<file path="src/rtl/reg_status_file_if.sv">
// reg_status_file_if: rename, commit and dispatch-read bus for the register status file
//   params : XLEN data width, TAG_W ROB tag width
//   rdy/clear               global enable and ROB flush
//   ID_*                    rename request (dest register, allocated tag)
//   commit_*                in-order ROB commit (reg, tag, data)
//   dispatch_reg{1,2}_*     two combinational operand read ports
//   busy_count              registered number of busy registers
//   modports: master drives requests, slave is the register file
`timescale 1ns/1ps
interface reg_status_file_if #(
    parameter int XLEN  = 32,
    parameter int TAG_W = 4
);
    logic             rdy;
    logic             clear;
    logic             ID_valid;
    logic [4:0]       ID_dest_reg;
    logic [TAG_W-1:0] ID_tag;
    logic             commit_valid;
    logic [4:0]       commit_reg;
    logic [TAG_W-1:0] commit_tag;
    logic [XLEN-1:0]  commit_data;
    logic [4:0]       dispatch_reg1_addr;
    logic [4:0]       dispatch_reg2_addr;
    logic             dispatch_reg1_valid;
    logic             dispatch_reg2_valid;
    logic [XLEN-1:0]  dispatch_reg1_data;
    logic [XLEN-1:0]  dispatch_reg2_data;
    logic [TAG_W-1:0] dispatch_reg1_tag;
    logic [TAG_W-1:0] dispatch_reg2_tag;
    logic [5:0]       busy_count;

    modport master (
        output rdy, clear, ID_valid, ID_dest_reg, ID_tag,
               commit_valid, commit_reg, commit_tag, commit_data,
               dispatch_reg1_addr, dispatch_reg2_addr,
        input  dispatch_reg1_valid, dispatch_reg2_valid, dispatch_reg1_data,
               dispatch_reg2_data, dispatch_reg1_tag, dispatch_reg2_tag, busy_count
    );

    modport slave (
        input  rdy, clear, ID_valid, ID_dest_reg, ID_tag,
               commit_valid, commit_reg, commit_tag, commit_data,
               dispatch_reg1_addr, dispatch_reg2_addr,
        output dispatch_reg1_valid, dispatch_reg2_valid, dispatch_reg1_data,
               dispatch_reg2_data, dispatch_reg1_tag, dispatch_reg2_tag, busy_count
    );
endinterface

</file>
<file path="src/rtl/reg_status_file.sv">
// reg_status_file: architectural register file with per-register busy bit and producer ROB tag
//   clk      rising-edge clock
//   rst      synchronous active-high reset
//   bus      reg_status_file_if.slave: rename (ID_*), commit (commit_*), flush (clear),
//            enable (rdy), two combinational dispatch read ports, busy_count
`timescale 1ns/1ps
module reg_status_file #(
    parameter int XLEN    = 32,
    parameter int REG_NUM = 32,
    parameter int TAG_W   = 4
) (
    input logic               clk,
    input logic               rst,
    reg_status_file_if.slave  bus
);
    logic [XLEN-1:0]    data_q [REG_NUM];
    logic [XLEN-1:0]    data_d [REG_NUM];
    logic [TAG_W-1:0]   tag_q  [REG_NUM];
    logic [TAG_W-1:0]   tag_d  [REG_NUM];
    logic [REG_NUM-1:0] busy_q, busy_d;
    logic [5:0]         busy_count_q, busy_count_d;

    // Statement order encodes priority: rename overrides a same-cycle commit
    // clearing busy, and flush overrides both, while commit data always lands.
    always_comb begin
        data_d = data_q;
        tag_d  = tag_q;
        busy_d = busy_q;
        if (bus.rdy) begin
            if (bus.commit_valid && bus.commit_reg != '0) begin
                data_d[bus.commit_reg] = bus.commit_data;
                if (tag_q[bus.commit_reg] == bus.commit_tag)
                    busy_d[bus.commit_reg] = 1'b0;
            end
            if (bus.clear) begin
                busy_d = '0;
                for (int i = 0; i < REG_NUM; i++)
                    tag_d[i] = '0;
            end else if (bus.ID_valid && bus.ID_dest_reg != '0) begin
                busy_d[bus.ID_dest_reg] = 1'b1;
                tag_d[bus.ID_dest_reg]  = bus.ID_tag;
            end
        end
        busy_count_d = '0;
        for (int i = 0; i < REG_NUM; i++)
            busy_count_d = busy_count_d + 6'(busy_d[i]);
    end

    always_ff @(posedge clk) begin
        if (rst) begin
            for (int i = 0; i < REG_NUM; i++) begin
                data_q[i] <= '0;
                tag_q[i]  <= '0;
            end
            busy_q       <= '0;
            busy_count_q <= '0;
        end else begin
            data_q       <= data_d;
            tag_q        <= tag_d;
            busy_q       <= busy_d;
            busy_count_q <= busy_count_d;
        end
    end

    // Entry 0 is never written or marked busy, so it naturally reads valid zero.
    for (genvar g = 0; g < 2; g++) begin : g_rd
        logic [4:0]       a;
        logic             v;
        logic [XLEN-1:0]  d;
        logic [TAG_W-1:0] t;
        assign a = (g == 0) ? bus.dispatch_reg1_addr : bus.dispatch_reg2_addr;
        always_comb begin
            v = 1'b1;
            d = data_q[a];
            t = '0;
            if (busy_q[a]) begin
                if (bus.commit_valid && bus.commit_reg == a && bus.commit_tag == tag_q[a])
                    d = bus.commit_data;
                else begin
                    v = 1'b0;
                    d = '0;
                    t = tag_q[a];
                end
            end
        end
    end

    assign bus.dispatch_reg1_valid = g_rd[0].v;
    assign bus.dispatch_reg1_data  = g_rd[0].d;
    assign bus.dispatch_reg1_tag   = g_rd[0].t;
    assign bus.dispatch_reg2_valid = g_rd[1].v;
    assign bus.dispatch_reg2_data  = g_rd[1].d;
    assign bus.dispatch_reg2_tag   = g_rd[1].t;
    assign bus.busy_count          = busy_count_q;
endmodule

</file>
<file path="src/flat_wrapper.sv">
// flat-port wrapper written by rule: the top's interface ports become plain ports
module reg_status_file_flat 
#(
    parameter int XLEN    = 32,
    parameter int REG_NUM = 32,
    parameter int TAG_W   = 4
)
  (clk, rst, bus_rdy, bus_clear, bus_ID_valid, bus_ID_dest_reg, bus_ID_tag, bus_commit_valid, bus_commit_reg, bus_commit_tag, bus_commit_data, bus_dispatch_reg1_addr, bus_dispatch_reg2_addr, bus_dispatch_reg1_valid, bus_dispatch_reg2_valid, bus_dispatch_reg1_data, bus_dispatch_reg2_data, bus_dispatch_reg1_tag, bus_dispatch_reg2_tag, bus_busy_count);
  reg_status_file_if #(.XLEN(XLEN), .TAG_W(TAG_W)) bus_i ();
  input logic clk;
  input logic rst;
  input wire logic [$bits(bus_i.rdy)-1:0] bus_rdy;
  input wire logic [$bits(bus_i.clear)-1:0] bus_clear;
  input wire logic [$bits(bus_i.ID_valid)-1:0] bus_ID_valid;
  input wire logic [$bits(bus_i.ID_dest_reg)-1:0] bus_ID_dest_reg;
  input wire logic [$bits(bus_i.ID_tag)-1:0] bus_ID_tag;
  input wire logic [$bits(bus_i.commit_valid)-1:0] bus_commit_valid;
  input wire logic [$bits(bus_i.commit_reg)-1:0] bus_commit_reg;
  input wire logic [$bits(bus_i.commit_tag)-1:0] bus_commit_tag;
  input wire logic [$bits(bus_i.commit_data)-1:0] bus_commit_data;
  input wire logic [$bits(bus_i.dispatch_reg1_addr)-1:0] bus_dispatch_reg1_addr;
  input wire logic [$bits(bus_i.dispatch_reg2_addr)-1:0] bus_dispatch_reg2_addr;
  output wire logic [$bits(bus_i.dispatch_reg1_valid)-1:0] bus_dispatch_reg1_valid;
  output wire logic [$bits(bus_i.dispatch_reg2_valid)-1:0] bus_dispatch_reg2_valid;
  output wire logic [$bits(bus_i.dispatch_reg1_data)-1:0] bus_dispatch_reg1_data;
  output wire logic [$bits(bus_i.dispatch_reg2_data)-1:0] bus_dispatch_reg2_data;
  output wire logic [$bits(bus_i.dispatch_reg1_tag)-1:0] bus_dispatch_reg1_tag;
  output wire logic [$bits(bus_i.dispatch_reg2_tag)-1:0] bus_dispatch_reg2_tag;
  output wire logic [$bits(bus_i.busy_count)-1:0] bus_busy_count;
  assign bus_i.rdy = bus_rdy;
  assign bus_i.clear = bus_clear;
  assign bus_i.ID_valid = bus_ID_valid;
  assign bus_i.ID_dest_reg = bus_ID_dest_reg;
  assign bus_i.ID_tag = bus_ID_tag;
  assign bus_i.commit_valid = bus_commit_valid;
  assign bus_i.commit_reg = bus_commit_reg;
  assign bus_i.commit_tag = bus_commit_tag;
  assign bus_i.commit_data = bus_commit_data;
  assign bus_i.dispatch_reg1_addr = bus_dispatch_reg1_addr;
  assign bus_i.dispatch_reg2_addr = bus_dispatch_reg2_addr;
  assign bus_dispatch_reg1_valid = bus_i.dispatch_reg1_valid;
  assign bus_dispatch_reg2_valid = bus_i.dispatch_reg2_valid;
  assign bus_dispatch_reg1_data = bus_i.dispatch_reg1_data;
  assign bus_dispatch_reg2_data = bus_i.dispatch_reg2_data;
  assign bus_dispatch_reg1_tag = bus_i.dispatch_reg1_tag;
  assign bus_dispatch_reg2_tag = bus_i.dispatch_reg2_tag;
  assign bus_busy_count = bus_i.busy_count;
  reg_status_file #(.XLEN(XLEN), .REG_NUM(REG_NUM), .TAG_W(TAG_W)) u_core (.clk(clk), .rst(rst), .bus(bus_i));
endmodule
</file>
<file path="config.mk">
export PLATFORM = sky130hd
export DESIGN_NAME = reg_status_file_flat
export DESIGN_NICKNAME = d
export VERILOG_FILES = /design/src/rtl/reg_status_file_if.sv /design/src/rtl/reg_status_file.sv /design/src/flat_wrapper.sv
export SDC_FILE = /design/constraint.sdc
export NUM_CORES = 2
export LEC_CHECK = 0
export BUFFER_PORTS_ARGS = -buffer_cell sky130_fd_sc_hd__buf_2
export CORE_MARGIN = 3
export CORE_UTILIZATION = 25
export CTS_CLUSTER_SIZE = 20
export DETAILED_ROUTE_END_ITERATION = 10
export SETUP_SLACK_MARGIN = 0.2
export SLEW_MARGIN = 40
export SYNTH_ARGS = -nofsm -noshare
export SYNTH_HDL_FRONTEND = slang
export SYNTH_SLANG_ARGS = --single-unit
</file>
<file path="constraint.sdc">
create_clock -name clk -period 9.9 [get_ports clk]
set_clock_uncertainty 0.15 [all_clocks]
set_input_delay 1.98 -clock clk [delete_from_list [all_inputs] [get_ports clk]]
set_output_delay 1.98 -clock clk [all_outputs]
set_load 0.1 [all_outputs]
</file>
Yosys cells after proc, flatten, opt, wreduce, memory -nomap -nowiden
Cells that the tools add are included.

Add/sub/neg operators: 31. Order comparisons: 12. Equal/unequal tests: 5. Mux-type cells: 49. Bitwise operators: 7. Reduce and logical (&&, ||, !) cells: 15.

Operators by type and width (count): bitwise mux 1024 bit (1); two-way mux 32 bit (15); binary-select mux 32 bit (select 5 bit) (2); two-way mux 128 bit (2); adder 6 x 1 -> 6 bit (30); demux 32 bit (select 5 bit) (1); bitwise mux 128 bit (1); binary-select mux 4 bit (select 5 bit) (3); two-way mux 4 bit (11); bitwise AND 32 bit (1); inverter 32 bit (1); bitwise OR 32 bit (1); greater-or-equal comparator 6 bit, second input constant (4); less-than comparator 5 x 6 -> 1 bit, second input constant (4); inverter 5 -> 6 bit (4); demux 4 bit (select 5 bit) (1); == test 4 bit (3); less-than comparator 6 x 1 -> 1 bit, second input constant (2); binary-select mux 1 bit (select 5 bit) (2); demux 1 bit (select 5 bit) (2); == test 5 bit (2); greater-or-equal comparator 5 x 1 -> 1 bit, second input constant (2); logical AND 1 bit (10); nonzero test 5 bit (2); other kinds (4) (12).

Register bits: 1190. Bits of input ports: 66. Output and inout port bits: 80. Word-level logic and storage cells: 185.

Logic depth before layout (Yosys ltp)
Depth in word-level cells: 44. Depth in mapped cells: 31. Mapped depth without buffers: 26.

Worst setup path before layout
No wires, ideal clock.

Kind: in2reg. Start: input bus_commit_reg[1]. End: register u_core.busy_count_q[4] (netlist: u_core.bus.busy_count[4]). Setup time: 0.128 ns. Data arrival time: 8.487 ns. Required time: 9.622 ns. Slack: 1.135 ns. Stages on the path: 31. Path buffers: 5. Cells stage by stage: clkbuf_1 -> buf_2 -> buf_2 -> mux2i_1 -> o22ai_1 -> nor4_1 -> and3b_1 -> o22ai_1 -> buf_2 -> buf_2 -> nor3_1 -> o21ai_0 -> ha_1 -> inv_1 -> fa_1 -> inv_1 -> fa_1 -> inv_1 -> fa_1 -> fa_1 -> inv_1 -> fa_1 -> inv_1 -> fa_1 -> fa_1 -> inv_1 -> fa_1 -> a21o_1 -> a21oi_1 -> xor2_1 -> nor2_1.

Longest elaborated chain between the ends: 44. Elaborated cells on any way between the ends: 52. Classes of those cells: add/sub: 31; order compare: 2; eq/ne: 1; mux: 11; bitwise: 4; reduce/logical: 3.

Ends and longest elaborated chain: from (decl) (RTL line flat_wrapper.sv:18) `input wire logic [$bits(bus_i.commit_reg)-1:0] bus_commit_reg;`; less-than comparator 5 x 6 -> 1 bit (not written as such) or greater-or-equal comparator 5 x 1 -> 1 bit (tied branches) (RTL line reg_status_file.sv:33) `busy_d[bus.commit_reg] = 1'b0;`; logical AND 1 bit (not written as such) (RTL line reg_status_file.sv:33); two-way mux 1 bit (not written as such) (RTL line reg_status_file.sv:33); demux 1 bit (select 5 bit); inverter 32 bit (no source line); bitwise AND 32 bit (no source line); two-way mux 32 bit (RTL line reg_status_file.sv:32) `if (tag_q[bus.commit_reg] == bus.commit_tag)`; two-way mux 32 bit (*) (RTL line reg_status_file.sv:30) `if (bus.commit_valid && bus.commit_reg != '0) begin`; two-way mux 32 bit (*) (RTL line reg_status_file.sv:29) `if (bus.rdy) begin`; bitwise OR 32 bit (no source line); two-way mux 32 bit (*) (RTL line reg_status_file.sv:39) `end else if (bus.ID_valid && bus.ID_dest_reg != '0) begin`; two-way mux 32 bit (*) (RTL line reg_status_file.sv:35) `if (bus.clear) begin`; two-way mux 32 bit (*) (RTL line reg_status_file.sv:29); named net u_core.busy_d[1] (RTL line reg_status_file.sv:20) `logic [REG_NUM-1:0] busy_q, busy_d;`; adder 1 x 1 -> 2 bit (*) (RTL line reg_status_file.sv:46) `busy_count_d = busy_count_d + 6'(busy_d[i]);`; adder 6 x 1 -> 6 bit (*) (30 in series) (RTL line reg_status_file.sv:46); to (signal assigned) (RTL line reg_status_file.sv:61) `busy_count_q <= busy_count_d;`; to (decl) (RTL line reg_status_file.sv:21) `logic [5:0] busy_count_q, busy_count_d;`.

The timed path passes the listed nets; every way through them passes the cells marked *. The select of a mux whose other input is x is not followed. A chain may end at the register's enable or synchronous reset.

Final worst setup path
Start: input bus_commit_reg[2]. End: register u_core.busy_count_q[4] (netlist: u_core.bus.busy_count[4]).

Longest elaborated chain between the ends: 44. Elaborated cells on any way between the ends: 52. Classes of those cells: add/sub: 31; order compare: 2; eq/ne: 1; mux: 11; bitwise: 4; reduce/logical: 3.

Ends and longest elaborated chain (RTL line): less-than comparator 5 x 6 -> 1 bit (not written as such) or greater-or-equal comparator 5 x 1 -> 1 bit (tied branches) (reg_status_file.sv:33); logical AND 1 bit (not written as such) (reg_status_file.sv:33); two-way mux 1 bit (not written as such) (reg_status_file.sv:33); demux 1 bit (select 5 bit); inverter 32 bit (no source line); bitwise AND 32 bit (no source line); two-way mux 32 bit (reg_status_file.sv:32); two-way mux 32 bit (*) (reg_status_file.sv:30); two-way mux 32 bit (*) (reg_status_file.sv:29); bitwise OR 32 bit (no source line); two-way mux 32 bit (*) (reg_status_file.sv:39); two-way mux 32 bit (*) (reg_status_file.sv:35); two-way mux 32 bit (*) (reg_status_file.sv:29); adder 1 x 1 -> 2 bit (reg_status_file.sv:46); adder 6 x 1 -> 6 bit (29 in series) (reg_status_file.sv:46); adder 6 x 1 -> 6 bit (*) (reg_status_file.sv:46).

Every way passes the cells marked *; elsewhere a longest branch is shown, timed or not. The select of a mux whose other input is x is not followed.

==> flow_metrics.tcl <==
set metrics [dict create \
    leakage_nw 23.2 \
    post-route-util_pct 28.6 \
    yosys_warnings 0 \
    grt_pass1_vias 54300 \
    p_sw_mw 2.85 \
    status "complete, no violations" \
    overflow 0 \
    final_max_slew_viol_count 0 \
    cp-end-kind "register" \
    combPwrFrac_pct 7.8 \
    cts_hold_buf 0 \
    crit_slowest_cell "or4bb_1" \
    drive_above_1_share_pct 20.0 \
    cts_resized 0 \
    ant_nets 0 \
    grt_pass1_wl_mm 386 \
    syn_inst 6999 \
    htreeDepth 4 \
    cp_top_family "adder cells" \
    avgSynthCellArea_um2 9.18 \
    clk_pin_slew_ns 0.06 \
    fin_nets 6804 \
    start_util_pct 25.2 \
    max_freq_mhz 114 \
    synth_edf_count 0 \
    reg2reg_to "u_core.bus.busy_count[4]" \
    cp.required_ns 10.37 \
    antenna_found_initial 27 \
    synth_seq_area_share_pct 37.1 \
    hold_violations 0 \
    drt_pass1_iterations 7 \
    tns_ns 0 \
    critPathArrivalTime_ns 9.26 \
    clockRootBuffer "clkbuf_16" \
    grt_max_degree 133 \
    dpl.hpwl_mm 158 \
    synthArstFlopShare_pct 0 \
    path_common_cell "fa_1" \
    die_area_mm2 0.263 \
    drc_errors 0 \
    final.setup.worst_slack_ns 1.11 \
    clock_latency_ns 0.80 \
    drv_cap 0 \
    holdPathStages 2 \
    netlist_area_mm2 0.0643 \
    cts.sink_count 1190 \
    maxSlewHeadroom_pct 37.4 \
    power.internal_mw 8.02 \
    min_path_type "register to register" \
    ios 146 \
    die_h_um 513 \
    syn_to_final_growth_pct 13.3 \
    worst_slew_pin_slew_ns 0.930 \
    setup_viol 0 \
    clkPwrFrac_pct 47.9 \
    min_to "u_core.data_q[726]" \
    dr.first_iter.drc_count 8092 \
    cts_buffers 133 \
    cts_tree "yes" \
    grtUsageTotal_pct 19.7 \
    startpoint_type "input port" \
    placement.io_buffers 145 \
    r2r_setup_slack_ns 2.73 \
    critPathBufInv 8 \
    peakVddDrop_uv 194 \
    power_density_mw_per_mm2 149 \
    max-clock-path-buffers 3 \
    min_period_ns 8.79 \
    syn_nets 7097 \
    finalCritPeriodShare_pct 88.8 \
    r2r_start "u_core.tag_q[18]" \
    drt_wl_total_mm 270 \
    r2r_cells 25 \
    die_x_um 513 \
    place_congestion 0.941 \
    slowest_delay_ns 0.56 \
    crit_type "input port to register" \
    hold_start "u_core.data_q[726]" \
    swShare_pct 26.2 \
    core_area_mm2 0.255 \
    crit_fanout 38 \
    row_count 185 \
    dp_cells 9934 \
    num_vias 57000 \
    synth-seq-cells 1190 \
    rsz0062_at_grt "no" \
    ys.flop_type "dfxtp_1" \
    yosysUniqueCellTypes 77 \
    postCtsSetupRepairBufs 0 \
    p_seq_share_pct 44.4 \
    final_cells 10200 \
    routed_wire_length_per_instance_um 26.5 \
    post-place-ws_ns 0.449 \
    vias_per_cell 5.59 \
]
-- per-layer routing --
metal,GRT usage (%),wire length [um]
met5,0,101
met4,10.3,15700
met3,4.72,29600
met2,31.4,124000
met1,24.6,101000
-- how the worst max path moves through the flow --
stage,from,to,slack [ns],cells after the start
after floorplan,bus_commit_reg[1],u_core.bus.busy_count[4],1.14,31
after global placement,bus_commit_reg[3],u_core.bus.busy_count[4],0.39,28
after detailed placement,bus_commit_reg[2],u_core.bus.busy_count[4],0.45,29
after CTS,bus_commit_reg[2],u_core.bus.busy_count[4],1.25,29
after global routing,bus_commit_reg[2],u_core.bus.busy_count[4],0.83,27
final,bus_commit_reg[2],u_core.bus.busy_count[4],1.11,27
-- registers in the layout, summed over array words and instances, names as in the netlist --
register and flops:
u_core.busy_q 32, u_core.data_q 1024, u_core.bus.busy_count 6, u_core.tag_q 128
-- cell families after synthesis --
family,synth area share (%)
buf+inv,4.95
flops,37.1
compound gates,12.2
fa+ha+maj,0.904
mux,27.9
xor+xnor,0.259
simple gates,16.7
-- final cells by class --
class | instances | area [um^2]
Antenna cell | 8 | 20.0
Clock buffer | 196 | 3910
Clock inverter | 48 | 681
Fill cell | 26300 | 182000
Inverter | 42 | 164
Multi-Input combinational cell | 5045 | 37700
Sequential cell | 1190 | 23800
Tap cell | 3366 | 4210
Timing Repair Buffer | 294 | 2330
-- tightest hold or removal path, delay by kind of cell (launching register included) --
| kind | cells | cell delay [ns] |
|---|---|---|
| AND/OR/NAND/NOR | 1 | 0.05 |
| flip-flops | 1 | 0.32 |
| AO/OA/AOI/OAI | 1 | 0.05 |
-- power by group through the flow --
stage	clock (mW)	sequential, mW	combinational, mW
after floorplan	0	4.93	0.561
after global placement	0	4.93	0.809
after detailed placement	0	4.93	0.825
after CTS	5.26	4.82	0.826
after global routing	5.43	4.82	0.874
final	5.20	4.82	0.843
-- metrics by stage --
step | instance area (um^2) | power (mW) | hold WS (ns)
after floorplan | 64300 | 5.49 | 0.293
after global placement | 67800 | 5.73 | 0.298
after detailed placement | 68100 | 5.75 | 0.307
after CTS | 72700 | 10.9 | 0.315
after global routing | 72800 | 11.1 | 0.327
final | 72800 | 10.9 | 0.315
-- cells in the final DEF, fill, tap and decap left out, drive strengths merged, types with 9 or more instances in the layout --
cell | synthesis | layout
nor4 | 29 | 29
o21ai | 37 | 37
nor3 | 24 | 24
xnor2 | 13 | 13
nand2b | 14 | 14
nor2 | 298 | 298
a31o | 33 | 33
a311oi | 9 | 9
mux2i | 218 | 218
nand4 | 11 | 11
and2 | 18 | 18
clkinv | 0 | 27
nand2 | 2165 | 2165
nor2b | 57 | 57
o22ai | 78 | 78
o311ai | 9 | 9
a22oi | 98 | 98
fa | 24 | 24
inv | 42 | 50
dfxtp | 1190 | 1190
a21oi | 1042 | 1042
buf | 152 | 294
nand3 | 32 | 32
clkbuf | 570 | 196
mux4 | 697 | 697
a31oi | 19 | 19
and3 | 12 | 12
-- synth_stat cells (all sizes together) (4+ instances only) --
cell type  instances  share of area, %
and3              12              0.12
o21a               5             0.058
a311oi             9              0.12
xnor2             13              0.18
a211oi             4             0.055
o311a              4             0.062
mux2               5             0.088
nor2b             57              0.55
nand2           2165                13
fa                24              0.75
dfxtp           1190                37
and3b              4             0.055
or4b               4             0.062
xor2               6             0.082
a311o              4             0.062
nand4b             5             0.068
a22o               4             0.055
buf              152               1.3
nor2             298               1.7
a21oi           1042               8.1
nand4             11              0.11
and2              18              0.18
nand2b            14              0.14
a22oi             98               1.1
clkbuf           570               3.4
nand3             32              0.25
mux2i            218               3.4
o22ai             78               1.0
mux4             697                24
o21ai             37              0.29
or3                4             0.039
o311ai             9              0.12
or4bb              6              0.11
ha                 8              0.16
nor3              24              0.19
inv               42              0.25
a31oi             19              0.18
a31o              33              0.45
nor4              29              0.28
or2                5             0.049
nor3b              5             0.058
No activity file was read; power rests on OpenSTA's default activity.
